**src/rtl/fir_operand_feeder_if.sv**
```systemverilog
// ---------------------------------------------------------------------------
// fir_operand_feeder_if
// Bundles the sample-input handshake and the operand-pair output bus of the
// FIR operand feeder.
//   din, din_valid  : sample stream into the feeder
//   din_ready       : feeder can take a sample this cycle
//   sum1, sum2      : symmetric operand pair for the downstream pre-adders
//   pair_valid      : qualifies sum1/sum2/pair_idx/pair_last
//   pair_idx        : tap-pair index k of the presented pair
//   pair_last       : marks the final pair of a burst
// Modports: master = the feeder itself, slave = whoever drives samples and
// consumes pairs.
// ---------------------------------------------------------------------------
interface fir_operand_feeder_if #(
  parameter int N    = 8,
  parameter int TAPS = 8
);
  localparam int IDX_W = (TAPS / 2 > 1) ? $clog2(TAPS / 2) : 1;

  logic [N-1:0]     din;
  logic             din_valid;
  logic             din_ready;
  logic [N-1:0]     sum1;
  logic [N-1:0]     sum2;
  logic             pair_valid;
  logic [IDX_W-1:0] pair_idx;
  logic             pair_last;

  modport master (
    input  din, din_valid,
    output din_ready, sum1, sum2, pair_valid, pair_idx, pair_last
  );

  modport slave (
    output din, din_valid,
    input  din_ready, sum1, sum2, pair_valid, pair_idx, pair_last
  );
endinterface

```
**src/rtl/fir_operand_feeder.sv**
```systemverilog
// ---------------------------------------------------------------------------
// fir_operand_feeder
// Keeps the most recent TAPS samples in a circular buffer and, for every
// accepted sample, issues TAPS/2 symmetric operand pairs
// (x[n-k], x[n-(TAPS-1-k)]) for a linear-phase FIR pre-add stage.
//   clk  : single clock, rising edge
//   rst  : synchronous active-high reset
//   bus  : fir_operand_feeder_if.master (sample handshake + pair outputs)
// One sample is taken per TAPS/2+1 cycles; din_ready is high only in IDLE.
// ---------------------------------------------------------------------------
module fir_operand_feeder #(
  parameter int N    = 8,
  parameter int TAPS = 8
) (
  input logic                  clk,
  input logic                  rst,
  fir_operand_feeder_if.master bus
);

  localparam int PTR_W = $clog2(TAPS);
  localparam int PAIRS = TAPS / 2;
  localparam int IDX_W = (PAIRS > 1) ? $clog2(PAIRS) : 1;

  localparam logic [PTR_W-1:0] HEAD_RST = PTR_W'(TAPS - 1);
  localparam logic [IDX_W-1:0] K_LAST   = IDX_W'(PAIRS - 1);

  typedef enum logic {
    IDLE  = 1'b0,
    ISSUE = 1'b1
  } state_t;

  state_t           state_q, state_d;
  logic [PTR_W-1:0] head_q, head_d;
  logic [IDX_W-1:0] k_q, k_d;
  logic [N-1:0]     buf_q [TAPS];
  logic [N-1:0]     buf_d [TAPS];
  logic [N-1:0]     sum1_q, sum1_d;
  logic [N-1:0]     sum2_q, sum2_d;
  logic             pair_valid_q, pair_valid_d;
  logic [IDX_W-1:0] pair_idx_q, pair_idx_d;
  logic             pair_last_q, pair_last_d;

  logic [PTR_W-1:0] wr_ptr;
  logic [PTR_W-1:0] rd1_ptr;
  logic [PTR_W-1:0] rd2_ptr;

  // Pointer increment modulo TAPS; explicit wrap keeps non-power-of-two
  // lengths correct.
  function automatic logic [PTR_W-1:0] ptr_next(input logic [PTR_W-1:0] p);
    return (p == HEAD_RST) ? '0 : p + PTR_W'(1);
  endfunction

  // (p - off) modulo TAPS, with off in 0..TAPS-1.
  function automatic logic [PTR_W-1:0] ptr_back(input logic [PTR_W-1:0] p,
                                                input logic [PTR_W-1:0] off);
    logic [PTR_W:0] wide;
    if (p >= off) wide = {1'b0, p} - {1'b0, off};
    else          wide = {1'b0, p} + (PTR_W + 1)'(TAPS) - {1'b0, off};
    return wide[PTR_W-1:0];
  endfunction

  always_comb begin
    wr_ptr  = ptr_next(head_q);
    rd1_ptr = ptr_back(head_q, PTR_W'(k_q));
    rd2_ptr = ptr_back(head_q, HEAD_RST - PTR_W'(k_q));

    state_d      = state_q;
    head_d       = head_q;
    k_d          = k_q;
    buf_d        = buf_q;
    sum1_d       = sum1_q;
    sum2_d       = sum2_q;
    pair_valid_d = 1'b0;
    pair_idx_d   = pair_idx_q;
    pair_last_d  = 1'b0;

    case (state_q)
      IDLE: begin
        if (bus.din_valid) begin
          head_d         = wr_ptr;
          buf_d[wr_ptr]  = bus.din;
          k_d            = '0;
          state_d        = ISSUE;
        end
      end
      ISSUE: begin
        // Buffer is read before any new write, so the pair always sees the
        // history of the sample that started this burst.
        sum1_d       = buf_q[rd1_ptr];
        sum2_d       = buf_q[rd2_ptr];
        pair_valid_d = 1'b1;
        pair_idx_d   = k_q;
        pair_last_d  = (k_q == K_LAST);
        if (k_q == K_LAST) state_d = IDLE;
        else               k_d     = k_q + IDX_W'(1);
      end
      default: state_d = IDLE;
    endcase
  end

  // Register stage: control, history and output operands.
  always_ff @(posedge clk) begin
    if (rst) begin
      state_q      <= IDLE;
      head_q       <= HEAD_RST;
      k_q          <= '0;
      for (int i = 0; i < TAPS; i++) buf_q[i] <= '0;
      sum1_q       <= '0;
      sum2_q       <= '0;
      pair_valid_q <= 1'b0;
      pair_idx_q   <= '0;
      pair_last_q  <= 1'b0;
    end else begin
      state_q      <= state_d;
      head_q       <= head_d;
      k_q          <= k_d;
      buf_q        <= buf_d;
      sum1_q       <= sum1_d;
      sum2_q       <= sum2_d;
      pair_valid_q <= pair_valid_d;
      pair_idx_q   <= pair_idx_d;
      pair_last_q  <= pair_last_d;
    end
  end

  assign bus.din_ready  = (state_q == IDLE);
  assign bus.sum1       = sum1_q;
  assign bus.sum2       = sum2_q;
  assign bus.pair_valid = pair_valid_q;
  assign bus.pair_idx   = pair_idx_q;
  assign bus.pair_last  = pair_last_q;

endmodule
```
**src/flat_wrapper.sv**
```systemverilog
// flat-port wrapper written by rule: the top's interface ports become plain ports
module fir_operand_feeder_flat 
#(
  parameter int N    = 8,
  parameter int TAPS = 8
)
  (clk, rst, bus_din, bus_din_valid, bus_din_ready, bus_sum1, bus_sum2, bus_pair_valid, bus_pair_idx, bus_pair_last);
  fir_operand_feeder_if #(.N(N), .TAPS(TAPS)) bus_i ();
  input logic clk;
  input logic rst;
  input wire logic [$bits(bus_i.din)-1:0] bus_din;
  input wire logic [$bits(bus_i.din_valid)-1:0] bus_din_valid;
  output wire logic [$bits(bus_i.din_ready)-1:0] bus_din_ready;
  output wire logic [$bits(bus_i.sum1)-1:0] bus_sum1;
  output wire logic [$bits(bus_i.sum2)-1:0] bus_sum2;
  output wire logic [$bits(bus_i.pair_valid)-1:0] bus_pair_valid;
  output wire logic [$bits(bus_i.pair_idx)-1:0] bus_pair_idx;
  output wire logic [$bits(bus_i.pair_last)-1:0] bus_pair_last;
  assign bus_i.din = bus_din;
  assign bus_i.din_valid = bus_din_valid;
  assign bus_din_ready = bus_i.din_ready;
  assign bus_sum1 = bus_i.sum1;
  assign bus_sum2 = bus_i.sum2;
  assign bus_pair_valid = bus_i.pair_valid;
  assign bus_pair_idx = bus_i.pair_idx;
  assign bus_pair_last = bus_i.pair_last;
  fir_operand_feeder #(.N(N), .TAPS(TAPS)) u_core (.clk(clk), .rst(rst), .bus(bus_i));
endmodule
```
**config.mk**
```make
export PLATFORM = sky130hd
export DESIGN_NAME = fir_operand_feeder_flat
export DESIGN_NICKNAME = d
export VERILOG_FILES = /design/src/rtl/fir_operand_feeder_if.sv /design/src/rtl/fir_operand_feeder.sv /design/src/flat_wrapper.sv
export SDC_FILE = /design/constraint.sdc
export NUM_CORES = 1
export LEC_CHECK = 0
export CELL_PAD_IN_SITES_DETAIL_PLACEMENT = 1
export CELL_PAD_IN_SITES_GLOBAL_PLACEMENT = 1
export CORE_MARGIN = 2
export CORE_UTILIZATION = 42
export DETAILED_ROUTE_END_ITERATION = 16
export GPL_TIMING_DRIVEN = 0
export PLACE_DENSITY_LB_ADDON = 0.3
export SLEW_MARGIN = 20
export SYNTH_ARGS = -nofsm -noshare
export SYNTH_HDL_FRONTEND = slang
export SYNTH_SLANG_ARGS = --single-unit
```
**constraint.sdc**
```tcl
create_clock -name clk -period 2.23 [get_ports clk]
set_input_delay 0.3345 -clock clk [delete_from_list [all_inputs] [get_ports clk]]
set_output_delay 0.3345 -clock clk [all_outputs]
set_load 0.01 [all_outputs]
```
==> After elaboration in Yosys (flattened, before gate mapping) <==
Index checks and enable logic that the tools add are counted.
{ "totals": {"inputBits": 11, "regBits": 90, "out_inout_bits": 21, "elab_cells": 61} }
{ "classes": {"addsub": 8, "muxes": 19, "magnitude_cmp": 6, "bitwise_logic": 4, "n_reduce_logical": 4, "eq_ne": 4} }
{ "ops": {"columns": ["op", "n"], "rows": [
  ["$bwmux W64", 1],
  ["$bmux W8 S3", 2],
  ["$mux W8", 5],
  ["$demux W8 S3", 1],
  ["$ge A4 B4 Y1 const B", 3],
  ["$not A3 Y4", 3],
  ["$mux W3", 3],
  ["$add A3 B1 Y3 const B", 2],
  ["$sub A3 B2 Y3", 2],
  ["$sub A3 B3 Y3", 2],
  ["$lt A4 B1 Y1 const B", 1],
  ["$mux W2", 2],
  ["$ne A2 B2 Y1 const B", 2],
  ["$pmux W2 S2", 1],
  ["$reduce_and A2 Y1", 2],
  ["$eq A3 B3 Y1 const B", 1],
  ["$ge A3 B2 Y1", 1],
  ["$ge A3 B3 Y1", 1],
  ["$mux W1", 3],
  ["$sub A3 B2 Y3 const A", 1],
  ["$add A2 B1 Y2 const B", 1],
  ["$eq A2 B2 Y1 const B", 1],
  ["$pmux W1 S2", 1],
  ["$reduce_or A2 Y1", 1],
  ["2 further kinds", 2]
]} }

==> Logic depth before layout (Yosys ltp) <==
Gate-level depths: netlist of run 1.
{ "logic_depth": {"ltp_word": 8, "depth_mapped": 9, "ltp_nobuf": 7} }

==> Worst setup path before layout of run 1 <==
No wires, ideal clock.
{ "synth_path": {"path_kind": "reg2reg", "start": "reg u_core.head_q[0]", "end": "reg u_core.sum2_q[5] (netlist: u_core.bus.sum2[5])", "arrival_ps": 2149, "synth_period_minus_slack_ps": 2287, "stages_incl_launch_ff": 9, "path_buffers": 2, "required_ps": 2093, "setup_time_ps": 137, "setup_slack_ps": -57, "cell_sequence": "dfxtp_1 inv_1 ha_1 fa_1 clkbuf_2 buf_2 mux4_2 mux2i_1 a211oi_1"} }
{ "synth_via": {"elab_chain_len": 7, "elab_cells_between_ends": 9, "cone_classes": "add/sub: 3; order compare: 1; mux: 4; bitwise: 1"} }
{ "synth_rtl": {"columns": ["element", "line", "rtl"], "rows": [
  ["start, declared", "fir_operand_feeder.sv:33", "logic [PTR_W-1:0] head_q, head_d;"],
  ["start signal, assigned", "fir_operand_feeder.sv:105", "head_q <= HEAD_RST;"],
  ["start signal, assigned", "fir_operand_feeder.sv:115", "head_q <= head_d;"],
  ["$add A3 B1 Y3", "fir_operand_feeder.sv:58", "else wide = {1'b0, p} + (PTR_W + 1)'(TAPS) - {1'b0, off};"],
  ["$sub A3 B3 Y3", "fir_operand_feeder.sv:58", null],
  ["$mux W3 *", "fir_operand_feeder.sv:57", "if (p >= off) wide = {1'b0, p} - {1'b0, off};"],
  ["$not A3 Y4 (implied by the code) *", "fir_operand_feeder.sv:90", "sum2_d = buf_q[rd2_ptr];"],
  ["$bmux W8 S3 *", "fir_operand_feeder.sv:90", null],
  ["$mux W8 (implied by the code) * (2 in series)", "fir_operand_feeder.sv:90", null],
  ["end signal, assigned", "fir_operand_feeder.sv:119", "sum2_q <= sum2_d;"],
  ["end, declared", "fir_operand_feeder.sv:38", "logic [N-1:0] sum2_q, sum2_d;"]
]} }
Every way passes the cells marked *; elsewhere a longest branch is shown, timed or not. The select of a mux whose other input is x is not followed.
A chain may end at the register's enable or synchronous reset.

==> Worst setup path in the final report of run 1 <==
{ "layout_path": {"start": "reg u_core.head_q[0]", "end": "reg u_core.sum2_q[2] (netlist: u_core.bus.sum2[2])"} }
The elaborated chain is that of the path after synthesis.

==> results of run 1 <==
## sequential cells by signal (all words and copies together), names as in the netlist
name / cells
u_core.bus.sum1: 8
u_core.bus.sum2: 8
u_core.buf_q: 64
u_core.k_q: 2
u_core.bus.pair_last: 1
u_core.state_q: 1
u_core.bus.pair_idx: 2
u_core.head_q: 3
u_core.bus.pair_valid: 1
## worst paths after layout
path | start | to | depth (start not counted)
max | u_core.head_q[0] | u_core.bus.sum2[2] | 7
min | bus_din[4] | u_core.buf_q[36] | 3
max reg2reg | u_core.head_q[0] | u_core.bus.sum2[2] | 7
min reg2reg | u_core.buf_q[35] | u_core.buf_q[35] | 2
## metrics by stage
stage / TNS (ns) / power (mW) / hold slack, ns / area [um2] / setup WS (ns)
floorplan: 0 / 2.33 / 0.443 / 4340 / 0.0532
detailed placement: -7.98 / 2.57 / 0.467 / 4720 / -0.377
global placement: -5.60 / 2.54 / 0.455 / 4720 / -0.337
finish: 0 / 3.91 / 0.339 / 5230 / 0.0230
global route: -0.159 / 4.06 / 0.364 / 5230 / -0.0352
CTS: 0 / 3.84 / 0.334 / 5100 / 0.00212
## critical path, stage by stage (launching register included)
cell and delay [ns]:
dfxtp_4 0.38, inv_4 0.04, ha_4 0.14, fa_1 0.52, buf_8 0.17, mux4_2 0.53, mux2i_2 0.20, a211oi_1 0.10
## what timing repair did
action                                  CTS  global route
gates resized for setup                  29            18
pin swaps                                 6             6
endpoints found under the setup margin   50            48
hold buffers                              0             0
gates cloned                              0             2
setup buffers                             6             3
## final cells by class
class	count	area, um2	share of cell area, %
Buffer	36	216	4.14
Clock buffer	12	165	3.16
Clock inverter	4	48.8	0.933
Inverter	6	27.5	0.526
Multi-Input combinational cell	269	2450	46.9
Sequential cell	90	1810	34.6
Tap cell	136	170	3.25
Timing Repair Buffer	32	340	6.51
## synthesized netlist by cell type
| cell type | count |
|---|---|
| clkbuf_1 | 21 |
| buf_2 | 12 |
| a21oi_1 | 18 |
| nand2_1 | 20 |
| nor4b_4 | 1 |
| dfxtp_1 | 90 |
| mux4_2 | 32 |
| nor3b_1 | 2 |
| nor4bb_1 | 1 |
| and2_1 | 1 |
| inv_1 | 6 |
| o211ai_2 | 2 |
| ha_1 | 5 |
| nor2_1 | 70 |
| a211o_2 | 1 |
| clkbuf_2 | 1 |
| nor2_2 | 1 |
| xor2_4 | 2 |
| a211o_1 | 2 |
| nor3_1 | 2 |
| nand2_2 | 1 |
| nor3_4 | 1 |
| a211oi_1 | 16 |
| nand3_1 | 16 |
| nor2b_1 | 3 |
| nand4b_1 | 1 |
| buf_1 | 2 |
| xnor2_1 | 1 |
| mux2i_1 | 66 |
| a22oi_1 | 1 |
| fa_1 | 2 |
| and3_1 | 1 |
## metal layers
metal | vias up | track usage (%) | wire length, um | part of all wire, %
met5 | - | 0 | 0 | 0
met3 | 16 | 3.96 | 494 | 3.9
met2 | 77 | 39.8 | 6340 | 50
li1 | 1525 | - | - | -
met1 | 1695 | 30.4 | 5550 | 44
met4 | 0 | 6.67 | 222 | 1.8
## power groups by stage
stage / logic, mW / clock network (mW) / registers (mW)
6_report: 0.960 / 1.21 / 1.74
5_1_grt: 1.02 / 1.29 / 1.75
4_1_cts: 0.882 / 1.23 / 1.74
3_5_place_dp: 0.794 / 0 / 1.78
3_3_place_gp: 0.772 / 0 / 1.77
2_1_floorplan: 0.556 / 0 / 1.77
## cells by family (layout without fill, tap and decap cells)
kind of cell             count (synthesis)  in the layout  share of synthesized area [%]
XOR/XNOR                                 3              3                           1.47
flip-flops                              90             90                           41.5
multiplexers                            98             98                           31.8
AND/OR/NAND/NOR                        121            121                           12.6
adder cells (fa/ha/maj)                  7              7                           2.36
buffers and inverters                   42             90                           4.01
AO/OA/AOI/OAI                           40             40                           6.23
==> impl_metrics.py, run 1 <==
metrics = {
    "global_routing": {
        "grt_pass1_vias": 3425,
        "grt_max_degree": 15,
        "grt_usage_pct": 23.3,
        "grt_pass1_wl_um": 19600,
        "antenna_found_initial": 0,
        "overflow": 0,
    },
    "place": {
        "dp_cells": 558,
        "port_buffers": 21,
        "routabilityCongestion": 0.822,
        "detailed_place_hpwl_um": 8320,
    },
    "power_and_ir_drop": {
        "power.switching_mw": 1.17,
        "combPwrFrac_pct": 24.6,
        "ir_drop_mv": 0.351,
        "p_int_mw": 2.73,
        "leakagePower_nw": 2.04,
        "p_clk_share_pct": 31.0,
        "seqPwrFrac_pct": 44.5,
        "switching_share_pct": 30.1,
        "p_per_area_nw_per_um2": 747,
    },
    "setup_path": {
        "arrival_ns": 2.46,
        "r2r_slack_ns": 0.02,
        "worstSetupPathType": "flip-flop to flip-flop",
        "worst-path-max-fanout": 8,
        "crit_path_end_kind": "flip-flop",
        "worst_setup_path_start_kind": "flip-flop",
        "required_ns": 2.49,
    },
    "floorplan": {
        "io_pins": 32,
        "coreArea_um2": 10200,
        "rows": 37,
        "die_y_um": 106,
        "initial_core_util_pct": 42.6,
        "die-area_um2": 11200,
        "die_x_um": 106,
    },
    "clocking": {
        "clock_latency_ns": 0.38,
        "cts_buffer_depth": 2,
        "h-tree-depth": 3,
        "cts_tree": "done",
        "clk_pin_slew_ns": 0.09,
        "cts_num_sinks": 90,
        "cts_made_buffers": 9,
        "cts-root-buf": "clkbuf_8",
    },
    "synthesis": {
        "synth_top_area_share_pct": 41.5,
        "synth_top_area_cell": "dfxtp_1",
        "yosys_warnings": 0,
        "syn_avg_cell_area_um2": 10.8,
        "synthTopCellsByArea": "dfxtp_1, mux4_2, mux2i_1, nor2_1, a211oi_1",
        "ys_ff_latch": 90,
        "synth_nets": 419,
        "synth_seq_area_share_pct": 41.5,
        "ys_types": 32,
        "netlist_area_um2": 4340,
        "syn_inst": 401,
    },
    "final_layout": {
        "final_layout_size_suffix_gt1_share_pct": 22.3,
        "nNetsFinal": 462,
        "fin_util_pct": 51.4,
        "mostFrequentLayoutCells": "dfxtp_1, nor2_1, mux2i_1",
        "antenna_cells_inserted": 0,
        "instances_no_fill": 585,
        "final_common_cell": "dfxtp_1",
        "area.growth.synth_to_final_pct": 20.6,
        "nFillCells": 1103,
    },
    "sta": {
        "fin_crit_sh_pct": 99.0,
        "final_max_slew_viol_count": 0,
        "slew_headroom_pct": 59.2,
        "rsz0062_at_grt": "yes",
        "skew_ns": 0.00990,
        "setup_violations": 0,
        "fin_crit_ns": 2.21,
        "tightest_slew_ns": 0.612,
        "hold_viol": 0,
        "clock.fmax_mhz": 453,
    },
    "routing": {
        "drt_first_pass_iters": 4,
        "ant_nets": 0,
        "drc": 0,
        "drtIter0Drc": 171,
        "wl_um": 12600,
        "wl_per_cell_um": 21.6,
        "routed_via_density": 5.66,
        "via_count": 3313,
    },
    "run": {
        "maxCapViolCount": 0,
    },
    "min_path": {
        "hold_class": "primary input to flip-flop",
    },
    "outcome": {
        "status": "finished, final reports clean",
    },
}
No activity file was read; power rests on OpenSTA's default activity.
==> run 2: changes to the inputs <==
- HOLD_SLACK_MARGIN: default -> 0.05
- PLACE_DENSITY: default -> 0.86
- PLACE_DENSITY_LB_ADDON: 0.3 -> default
==> run 2 against run 1 <==
Effect of this change: via count increased by 1.1%; cell area decreased by 1.9%; worst setup slack got worse by 0.046 ns; the run now ends with negative setup slack left; clock skew increased by 0.0013 ns; sequential cell count unchanged.
==> impl_metrics.py, run 2 (same netlist as run 1, synthesis figures left out) <==
metrics = {
    "clocking": {
        "h-tree-depth": 3,
        "clock_latency_ns": 0.38,
        "cts_num_sinks": 90,
        "cts-root-buf": "clkbuf_8",
        "clk_pin_slew_ns": 0.09,
        "cts_made_buffers": 9,
        "cts_tree": "done",
        "cts_buffer_depth": 2,
    },
    "sta": {
        "fin_crit_sh_pct": 101,
        "timing.final.ws_setup_ns": -0.0227,
        "hold_viol": 0,
        "slew_headroom_pct": 58.0,
        "skew_ns": 0.0112,
        "clock.fmax_mhz": 444,
        "setup_violations": 4,
        "tns_ns": -0.0469,
        "tightest_slew_ns": 0.630,
        "fin_crit_ns": 2.25,
        "final_max_slew_viol_count": 0,
        "rsz0062_at_grt": "yes",
    },
    "routing": {
        "routed.top_layer": "met4",
        "drc": 0,
        "ant_nets": 0,
        "wl_um": 12400,
        "wl_met1_um": 5350,
        "routed_via_density": 5.74,
        "via_count": 3351,
        "wl_met2_um": 6280,
        "drt_first_pass_iters": 4,
        "wl_per_cell_um": 21.3,
        "wl_met3_um": 472,
        "drtIter0Drc": 188,
    },
    "final_layout": {
        "final_area_um2": 5130,
        "largest_reg_flops": 64,
        "antenna_cells_inserted": 0,
        "nNetsFinal": 461,
        "top_register": "u_core.buf_q",
        "final_common_cell": "dfxtp_1",
        "mostFrequentLayoutCells": "dfxtp_1, nor2_1, mux2i_1",
        "final_layout_size_suffix_gt1_share_pct": 21.4,
        "area.growth.synth_to_final_pct": 18.3,
    },
    "outcome": {
        "violations": "negative setup slack",
        "status": "finished with violations",
    },
    "global_routing": {
        "grt_usage_pct": 22.9,
        "grt_pass1_vias": 3549,
        "overflow": 0,
        "antenna_found_initial": 0,
        "grt_pass1_wl_um": 19500,
        "grt_max_degree": 17,
    },
    "place": {
        "detailed_place_hpwl_um": 8470,
        "port_buffers": 21,
        "post_dp_cell_area_um2": 4720,
        "routabilityCongestion": 0.882,
    },
    "setup_path": {
        "required_ns": 2.48,
        "worstSetupPathType": "flip-flop to flip-flop",
        "crit_path_end_kind": "flip-flop",
        "worst_setup_path_start_kind": "flip-flop",
        "arrival_ns": 2.50,
        "worst-path-max-fanout": 10,
    },
    "run": {
        "maxCapViolCount": 0,
    },
    "power_and_ir_drop": {
        "leakagePower_nw": 1.99,
        "finalPower_mw": 3.70,
        "p_per_area_nw_per_um2": 722,
        "ir_drop_mv": 0.275,
    },
    "floorplan": {
        "coreArea_um2": 10200,
        "initial_core_util_pct": 42.6,
        "die_x_um": 106,
        "rows": 37,
        "io_pins": 32,
        "die_y_um": 106,
        "die-area_um2": 11200,
    },
    "min_path": {
        "hold_class": "primary input to flip-flop",
    },
}
run 2: cell count changes in the layout (fill, tap and decap cells not counted), sizes merged:
cell and change:
clkbuf -4, inv +3, clkinvlp +1, bufinv -1
run 2: layer usage:
metal	up-vias	GRT usage, %
met5	-	0
met3	20	2.16
met2	104	38.4
li1	1526	-
met1	1701	30.2
met4	0	9.68
run 2: critical path, stage by stage (launching register included):
cell      delay, ns
dfxtp_1        0.43
inv_1          0.13
fa_1           0.57
buf_6          0.16
buf_12         0.15
mux4_2         0.32
mux2i_1        0.23
a211oi_1       0.11
run 2: power by group:
| part | switching, mW | internal (mW) | leakage (nW) |
|---|---|---|---|
| Clock | 0.641 | 0.415 | 0.0904 |
| Sequential | 0.0605 | 1.68 | 0.732 |
| Combinational | 0.494 | 0.415 | 1.17 |
run 2: final timing paths:
| check | from | end | slack (ns) | cells after the start |
|---|---|---|---|---|
| worst max register to register | u_core.k_q[1] | u_core.bus.sum1[7] | -0.02 | 7 |
| worst min-delay path | bus_din[4] | u_core.buf_q[52] | 0.33 | 3 |
| worst min register to register | u_core.buf_q[53] | u_core.buf_q[53] | 0.48 | 2 |
| worst max-delay path | u_core.k_q[1] | u_core.bus.sum1[7] | -0.02 | 7 |
run 2: what timing repair did:
item | 4_1_cts | 5_1_grt
buffers inserted | 5 | 5
setup endpoints to repair | 44 | 61
hold buffers | 0 | 0
pin swaps | 2 | 4
cloned | 0 | 0
resized for setup | 22 | 20
run 2: through the flow:
| step | util (%) | hold WS [ns] | std cells | setup WS (ns) |
|---|---|---|---|---|
| CTS | 49.3 | 0.321 | 579 | 0.00418 |
| finish | 50.4 | 0.333 | 584 | -0.0227 |
| floorplan | - | 0.443 | 401 | 0.0532 |
| global placement | 46.4 | 0.453 | 558 | -0.272 |
| detailed placement | 46.4 | 0.468 | 558 | -0.342 |
| global route | 50.4 | 0.355 | 584 | -0.0921 |
run 2: area by class of cell:
type | instances | area (um2)
inverter | 6 | 27.5
clock buffer | 9 | 124
fill | 1121 | 5050
sequential | 90 | 1810
buffer | 36 | 213
timing repair buffer | 31 | 298
multi-input combinational | 269 | 2440
clock inverter | 7 | 52.6
tap | 136 | 170
